### config.mk
export PLATFORM = sky130hd
export DESIGN_NAME = control_unit_v3
export DESIGN_NICKNAME = d
export VERILOG_FILES = /design/src/rtl/control_unit_v3.sv
export SDC_FILE = /design/constraint.sdc
export NUM_CORES = 1
export LEC_CHECK = 0
export ABC_AREA = 0
export BUFFER_PORTS_ARGS = -buffer_cell sky130_fd_sc_hd__buf_2
export CAP_MARGIN = 20
export CORE_MARGIN = 2
export CORE_UTILIZATION = 57
export CTS_BUF_LIST = sky130_fd_sc_hd__clkbuf_8
export CTS_CLUSTER_SIZE = 20
export DETAILED_ROUTE_END_ITERATION = 16
export PLACE_DENSITY = 0.86
export SKIP_LAST_GASP = 1
export SYNTH_ARGS = -nofsm -noshare
export SYNTH_HDL_FRONTEND = slang
export SYNTH_SLANG_ARGS = --single-unit
### constraint.sdc
create_clock -name clk -period 2.4 [get_ports clk]
set_input_delay 0.36 -clock clk [delete_from_list [all_inputs] [get_ports clk]]
set_output_delay 0.36 -clock clk [all_outputs]
set_load 0.05 [all_outputs]
### src/rtl/control_unit_v3.sv
// -----------------------------------------------------------------------------
// control_unit_v3
// Decode-stage control unit with a built-in multi-cycle lane sequencer.
// The instruction in decode (Opcode/S/Func/Rd) is decoded into the datapath
// control word and registered into the execute stage one cycle later.
// Vector opcodes (101 VDP, 110 VLOAD, 111 VSTORE) are replayed once per lane
// over LANES consecutive cycles; Stuck holds fetch/decode while lanes remain.
//
// Ports
//   clk, rst      clock (rising edge) and asynchronous active-high reset
//   Valid         decode-stage instruction valid
//   FlushE        squash the instruction entering execute
//   Opcode, S, Func, Rd   instruction fields
//   PCSrc .. RegSrc       registered execute-stage control word
//   LaneIdx       registered lane index of the current issue (0 if LANES=1)
//   LaneLast      registered: current issue is the final lane or a scalar
//   Stuck         combinational stall request to fetch/decode
//   dbg_state     sequencer state (0 = IDLE, 1 = SEQ) for observation
//
// Handshake: an instruction presented with Valid=1 while Stuck=0 is consumed
// on the next rising edge. While Stuck=1 the decode stage must hold; the
// sequencer ignores Valid and the decode fields until Stuck drops.
// -----------------------------------------------------------------------------
module control_unit_v3 #(
  parameter int LANES      = 4,
  parameter int REG_ADDR_W = 4,
  parameter int PC_REG     = 15,
  localparam int LIDX_W    = (LANES > 1) ? $clog2(LANES) : 1
) (
  input  logic                  clk,
  input  logic                  rst,
  input  logic                  Valid,
  input  logic                  FlushE,
  input  logic [2:0]            Opcode,
  input  logic [1:0]            S,
  input  logic [2:0]            Func,
  input  logic [REG_ADDR_W-1:0] Rd,
  output logic                  PCSrc,
  output logic                  RegWrite,
  output logic                  MemtoReg,
  output logic                  MemWrite,
  output logic [2:0]            ALUControl,
  output logic                  ALUSel,
  output logic                  Branch,
  output logic                  ALUSrc,
  output logic [1:0]            FlagWrite,
  output logic [1:0]            ImmSrc,
  output logic [1:0]            RegSrc,
  output logic [LIDX_W-1:0]     LaneIdx,
  output logic                  LaneLast,
  output logic                  Stuck,
  output logic                  dbg_state
);

  localparam bit                    MULTI     = (LANES > 1);
  localparam logic [LIDX_W-1:0]     LAST_LANE = LIDX_W'(LANES - 1);
  localparam logic [REG_ADDR_W-1:0] PC_ADDR   = REG_ADDR_W'(PC_REG);

  typedef enum logic {
    IDLE = 1'b0,
    SEQ  = 1'b1
  } state_t;

  typedef struct packed {
    logic       pcsrc;
    logic       regwrite;
    logic       memtoreg;
    logic       memwrite;
    logic [2:0] alucontrol;
    logic       alusel;
    logic       branch;
    logic       alusrc;
    logic [1:0] flagwrite;
    logic [1:0] immsrc;
    logic [1:0] regsrc;
  } ctrl_t;

  // Decode one issue. 'last' qualifies PCSrc so that a vector op writing the
  // PC only redirects fetch on its final lane; scalars always pass last=1.
  function automatic ctrl_t decode(input logic [2:0]            op,
                                   input logic [1:0]            s,
                                   input logic [2:0]            func,
                                   input logic [REG_ADDR_W-1:0] rd,
                                   input logic                  last);
    ctrl_t c;
    c        = '0;
    c.alusel = s[1];
    case (op)
      3'b000, 3'b101: begin            // DP-reg / VDP
        c.regwrite   = 1'b1;
        c.alucontrol = func;
        c.flagwrite  = {2{s[0]}};
      end
      3'b001: begin                    // DP-imm
        c.alusrc     = 1'b1;
        c.regwrite   = 1'b1;
        c.alucontrol = func;
        c.flagwrite  = {2{s[0]}};
      end
      3'b010, 3'b110: begin            // LOAD / VLOAD
        c.alusrc   = 1'b1;
        c.immsrc   = 2'b01;
        c.regwrite = 1'b1;
        c.memtoreg = 1'b1;
      end
      3'b011, 3'b111: begin            // STORE / VSTORE
        c.alusrc   = 1'b1;
        c.immsrc   = 2'b01;
        c.regsrc   = 2'b10;
        c.memwrite = 1'b1;
      end
      3'b100: begin                    // BRANCH
        c.alusrc = 1'b1;
        c.immsrc = 2'b10;
        c.regsrc = 2'b01;
        c.branch = 1'b1;
      end
      default: c = '0;
    endcase
    c.pcsrc = (c.branch | (c.regwrite & (rd == PC_ADDR))) & last;
    return c;
  endfunction

  function automatic logic is_vec(input logic [2:0] op);
    return (op == 3'b101) || (op == 3'b110) || (op == 3'b111);
  endfunction

  state_t                  state;
  logic [LIDX_W-1:0]       cnt;
  logic [2:0]              lat_op;
  logic [1:0]              lat_s;
  logic [2:0]              lat_func;
  logic [REG_ADDR_W-1:0]   lat_rd;
  ctrl_t                   ex_q;
  logic [LIDX_W-1:0]       lane_q;
  logic                    last_q;

  logic                    seq_last;
  assign seq_last = (cnt == LAST_LANE);

  // Sequencer and execute-stage control register.
  always_ff @(posedge clk or posedge rst) begin
    if (rst) begin
      state    <= IDLE;
      cnt      <= '0;
      lat_op   <= '0;
      lat_s    <= '0;
      lat_func <= '0;
      lat_rd   <= '0;
      ex_q     <= '0;
      lane_q   <= '0;
      last_q   <= 1'b0;
    end else begin
      case (state)
        IDLE: begin
          lane_q <= '0;
          if (Valid && !FlushE) begin
            if (MULTI && is_vec(Opcode)) begin
              // Lane 0 issues now; the copy replays the remaining lanes.
              ex_q     <= decode(Opcode, S, Func, Rd, 1'b0);
              last_q   <= 1'b0;
              lat_op   <= Opcode;
              lat_s    <= S;
              lat_func <= Func;
              lat_rd   <= Rd;
              cnt      <= LIDX_W'(1);
              state    <= SEQ;
            end else begin
              ex_q   <= decode(Opcode, S, Func, Rd, 1'b1);
              last_q <= 1'b1;
            end
          end else begin
            ex_q   <= '0;
            last_q <= 1'b0;
          end
        end
        SEQ: begin
          if (FlushE) begin
            // Abort the remaining lanes; nothing reaches execute.
            ex_q   <= '0;
            lane_q <= '0;
            last_q <= 1'b0;
            cnt    <= '0;
            state  <= IDLE;
          end else begin
            ex_q   <= decode(lat_op, lat_s, lat_func, lat_rd, seq_last);
            lane_q <= cnt;
            last_q <= seq_last;
            if (seq_last) begin
              cnt   <= '0;
              state <= IDLE;
            end else begin
              cnt <= cnt + LIDX_W'(1);
            end
          end
        end
        default: begin
          ex_q   <= '0;
          lane_q <= '0;
          last_q <= 1'b0;
          cnt    <= '0;
          state  <= IDLE;
        end
      endcase
    end
  end

  // Stall while lanes beyond the one issuing this cycle are still pending.
  always_comb begin
    Stuck = 1'b0;
    if (rst) begin
      Stuck = 1'b0;
    end else if (state == IDLE) begin
      Stuck = MULTI && Valid && !FlushE && is_vec(Opcode);
    end else begin
      Stuck = !FlushE && (cnt < LAST_LANE);
    end
  end

  assign PCSrc      = ex_q.pcsrc;
  assign RegWrite   = ex_q.regwrite;
  assign MemtoReg   = ex_q.memtoreg;
  assign MemWrite   = ex_q.memwrite;
  assign ALUControl = ex_q.alucontrol;
  assign ALUSel     = ex_q.alusel;
  assign Branch     = ex_q.branch;
  assign ALUSrc     = ex_q.alusrc;
  assign FlagWrite  = ex_q.flagwrite;
  assign ImmSrc     = ex_q.immsrc;
  assign RegSrc     = ex_q.regsrc;
  assign LaneIdx    = lane_q;
  assign LaneLast   = last_q;
  assign dbg_state  = (state == SEQ);

endmodule
==> flow_metrics.py <==
metrics = {
    "pwr": {
        "ir_drop_uv": 712.7,
        "power_leakage_nw": 0.8443,
        "power_density_nw_per_um2": 820.3,
    },
    "floorplan": {
        "pin_count": 37,
        "core_sq_um": 2233,
        "fp-row-count": 17,
        "start_util_pct": 61.18,
        "die_area_sq_um": 2805,
        "die_y_um": 52.96,
        "dieWidth_um": 52.96,
    },
    "setup_path": {
        "critical_path_required_ps": 2040,
        "critical_path_class": "reg -> out",
        "crit_end": "Stuck",
        "crit_family": "simple AND/OR/NAND/NOR gates",
        "path_cells": "or3b_1 > o22ai_1 > and2_1 > buf_2",
        "arrival_ps": 1780,
        "slowest_stage": "dfrtp_1",
        "worstSetupStartpoint": "dbg_state",
        "rrSetupSlack_ps": 670,
        "cpPeakStageDelay_ps": 440,
        "startpoint_type": "flip-flop",
        "r2r_start": "dbg_state",
        "r2r_cells": 4,
        "path_depth": 4,
        "cp_max_fo": 8,
        "path_buf_inv": 1,
        "reg2reg_to": "lat_rd[1]",
        "end_kind": "output port",
    },
    "grt": {
        "grt.total_usage_pct": 23.90,
        "grt_pass1_wl_um": 4402,
        "grt_max_degree": 33,
        "grt_overflow_total": 0,
        "grt_pass1_vias": 964,
        "antenna_found_initial": 0,
    },
    "logic_synthesis": {
        "synth.ff_latch_count": 32,
        "syn_inst": 110,
        "syn_nets": 127,
        "ys_seq_area_share_pct": 58.61,
        "synth_area_leader_cell": "dfrtp_1",
        "yosysTopAreaCellShare_pct": 58.61,
        "synthTopCellsByArea": "dfrtp_1 (59%), mux2_2 (5.8%), a22o_1 (3.2%), nand2_1 (3.0%), o22ai_1 (2.3%)",
        "synthesis.yosys.warnings": 0,
        "syn_area_per_cell_sq_um": 12.42,
        "syn_area_sq_um": 1366,
        "synth.distinct_cells": 33,
    },
    "final_layout": {
        "finalNetCount": 165,
        "final_cell_mix": "buf_2 (36), dfrtp_1 (32), nand2_1 (11), mux2_2 (7), clkbuf_8 (6)",
        "final_common_cell": "buf_2",
        "drive_gt1_share_pct": 38.93,
        "stdcell_area_sq_um": 1645,
        "antenna_cells": 0,
        "utilization_pct": 73.67,
        "syn_to_final_growth_pct": 20.42,
    },
    "cts": {
        "clock_sinks": 32,
        "htree_levels": 2,
        "holdBufCountCts": 0,
        "cts_tree": "done",
        "ctsResizeCount": 0,
        "cts_buffers": 5,
        "clkTransAtPathRegs_ps": 60,
        "clockRootBuffer": "clkbuf_8",
        "insertion_delay_ps": 280,
        "clockBufferDepth": 2,
        "postCtsSetupRepairBufs": 0,
    },
    "hold_path": {
        "hold_class": "in -> async",
    },
    "route": {
        "num_vias": 1002,
        "wl_um": 2732,
        "antenna_left": 0,
        "via_per_inst": 5.661,
        "dr.pass1.iters": 4,
        "drtIter0Drc": 26,
        "drc": 0,
        "wl_per_cell_um": 15.44,
    },
    "sta": {
        "period_minus_slack_ps": 2139,
        "fin_skew_ps": 3.515,
        "timing.final.max_slew_violations": 0,
        "rsz0062_at_grt": "false",
        "setup_tns_ps": 0,
        "fmax_mhz": 467.5,
        "tightest_slew_ps": 742.0,
        "setup_viol_count_final": 0,
        "slew_headroom_pct": 50.43,
        "fin_crit_sh_pct": 89.13,
        "hold_viol_final": 0,
    },
    "placement": {
        "port_buffers": 36,
        "dpl_cell_area_sq_um": 1555,
        "place.gp.congestion": 0.8038,
        "post-dp-hpwl_um": 1955,
    },
    "flow_run": {
        "drv_cap": 0,
    },
    "run_status": {
        "outcome": "finished, final reports clean",
    },
}
==> synthesized netlist by cell type, drive strengths merged <==
cell type / n
or2: 1
nand2: 11
o31ai: 1
a22o: 5
a32o: 2
o2bb2ai: 1
mux2: 9
o21ai: 4
xor2: 2
a21bo: 2
clkbuf: 4
dfrtp: 32
o22ai: 5
nor3b: 3
nand3: 2
nor3: 2
nor2: 2
nand2b: 3
and2: 3
inv: 1
o21a: 1
a21oi: 4
or3b: 1
and4: 2
ha: 1
buf: 3
nor2b: 3
==> report_power, final <==
part | switching, mW | leakage (nW) | internal (mW)
clock network | 0.180 | 0.0538 | 0.225
logic | 0.172 | 0.380 | 0.100
registers | 0.0540 | 0.410 | 0.618
==> registers in the layout (all words and copies together) (netlist names) <==
| signal | count |
|---|---|
| ALUControl | 3 |
| MemtoReg | 1 |
| dbg_state | 1 |
| FlagWrite | 1 |
| cnt | 2 |
| PCSrc | 1 |
| lat_rd | 4 |
| RegSrc | 2 |
| ALUSrc | 1 |
| lat_op | 3 |
| MemWrite | 1 |
| RegWrite | 1 |
| LaneIdx | 2 |
| lat_s | 2 |
| LaneLast | 1 |
| ImmSrc | 2 |
| ALUSel | 1 |
| lat_func | 3 |
==> cells by family after synthesis <==
| kind of cell | Yosys count | synth area share, % |
|---|---|---|
| buffers and inverters | 8 | 3.296 |
| DFF | 32 | 58.61 |
| AOI/OAI and AO/OA | 25 | 13.37 |
| muxes | 9 | 7.418 |
| adders and majority gates | 1 | 0.9156 |
| and+or+nand+nor | 33 | 15.11 |
| xor gates and xnor gates | 2 | 1.282 |
==> worst register-to-register path: stages, from the launching register on <==
cell and delay, ps:
dfrtp_1 440, or3b_1 420, buf_4 190, nor2_8 180, mux2_2 370
==> stage by stage <==
stage	setup slack [ps]	cells	hold WS (ps)	total power [mW]
detailed placement	503.5	169	484.2	0.9520
finish	261.0	177	210.9	1.350
global route	178.1	177	258.7	1.422
global placement	588.9	169	461.6	0.9346
floorplan	266.8	110	449.8	0.8770
CTS	258.7	177	221.4	1.362
==> area by class of cell <==
| class | count | area [sq um] |
|---|---|---|
| inverter | 1 | 3.754 |
| clock buffer | 6 | 82.58 |
| tap | 28 | 35.03 |
| multi-input combinational | 70 | 520.5 |
| clock inverter | 2 | 7.507 |
| timing repair buffer | 38 | 195.2 |
| sequential | 32 | 800.8 |
| fill | 158 | 588.1 |
==> routing by layer <==
| metal | wire length, um | global-route usage, % | vias up |
|---|---|---|---|
| met5 | 0 | 0 | - |
| met4 | 75 | 15.81 | 0 |
| met3 | 210 | 11.58 | 11 |
| met2 | 1406 | 36.25 | 44 |
| met1 | 1039 | 26.43 | 477 |
| li1 | - | - | 470 |
==> worst min-delay path by stage <==
stage                    from        end  cells past startpoint  slack [ps]
global route              rst  ImmSrc[1]                      3         260
CTS                       rst  ImmSrc[0]                      3         220
detailed placement  lat_rd[3]  lat_rd[3]                      1         480
global placement    lat_rd[3]  lat_rd[3]                      1         460
floorplan           lat_rd[3]  lat_rd[3]                      1         450
finish                    rst   RegWrite                      3         210
(Power assumes the default switching activity.)
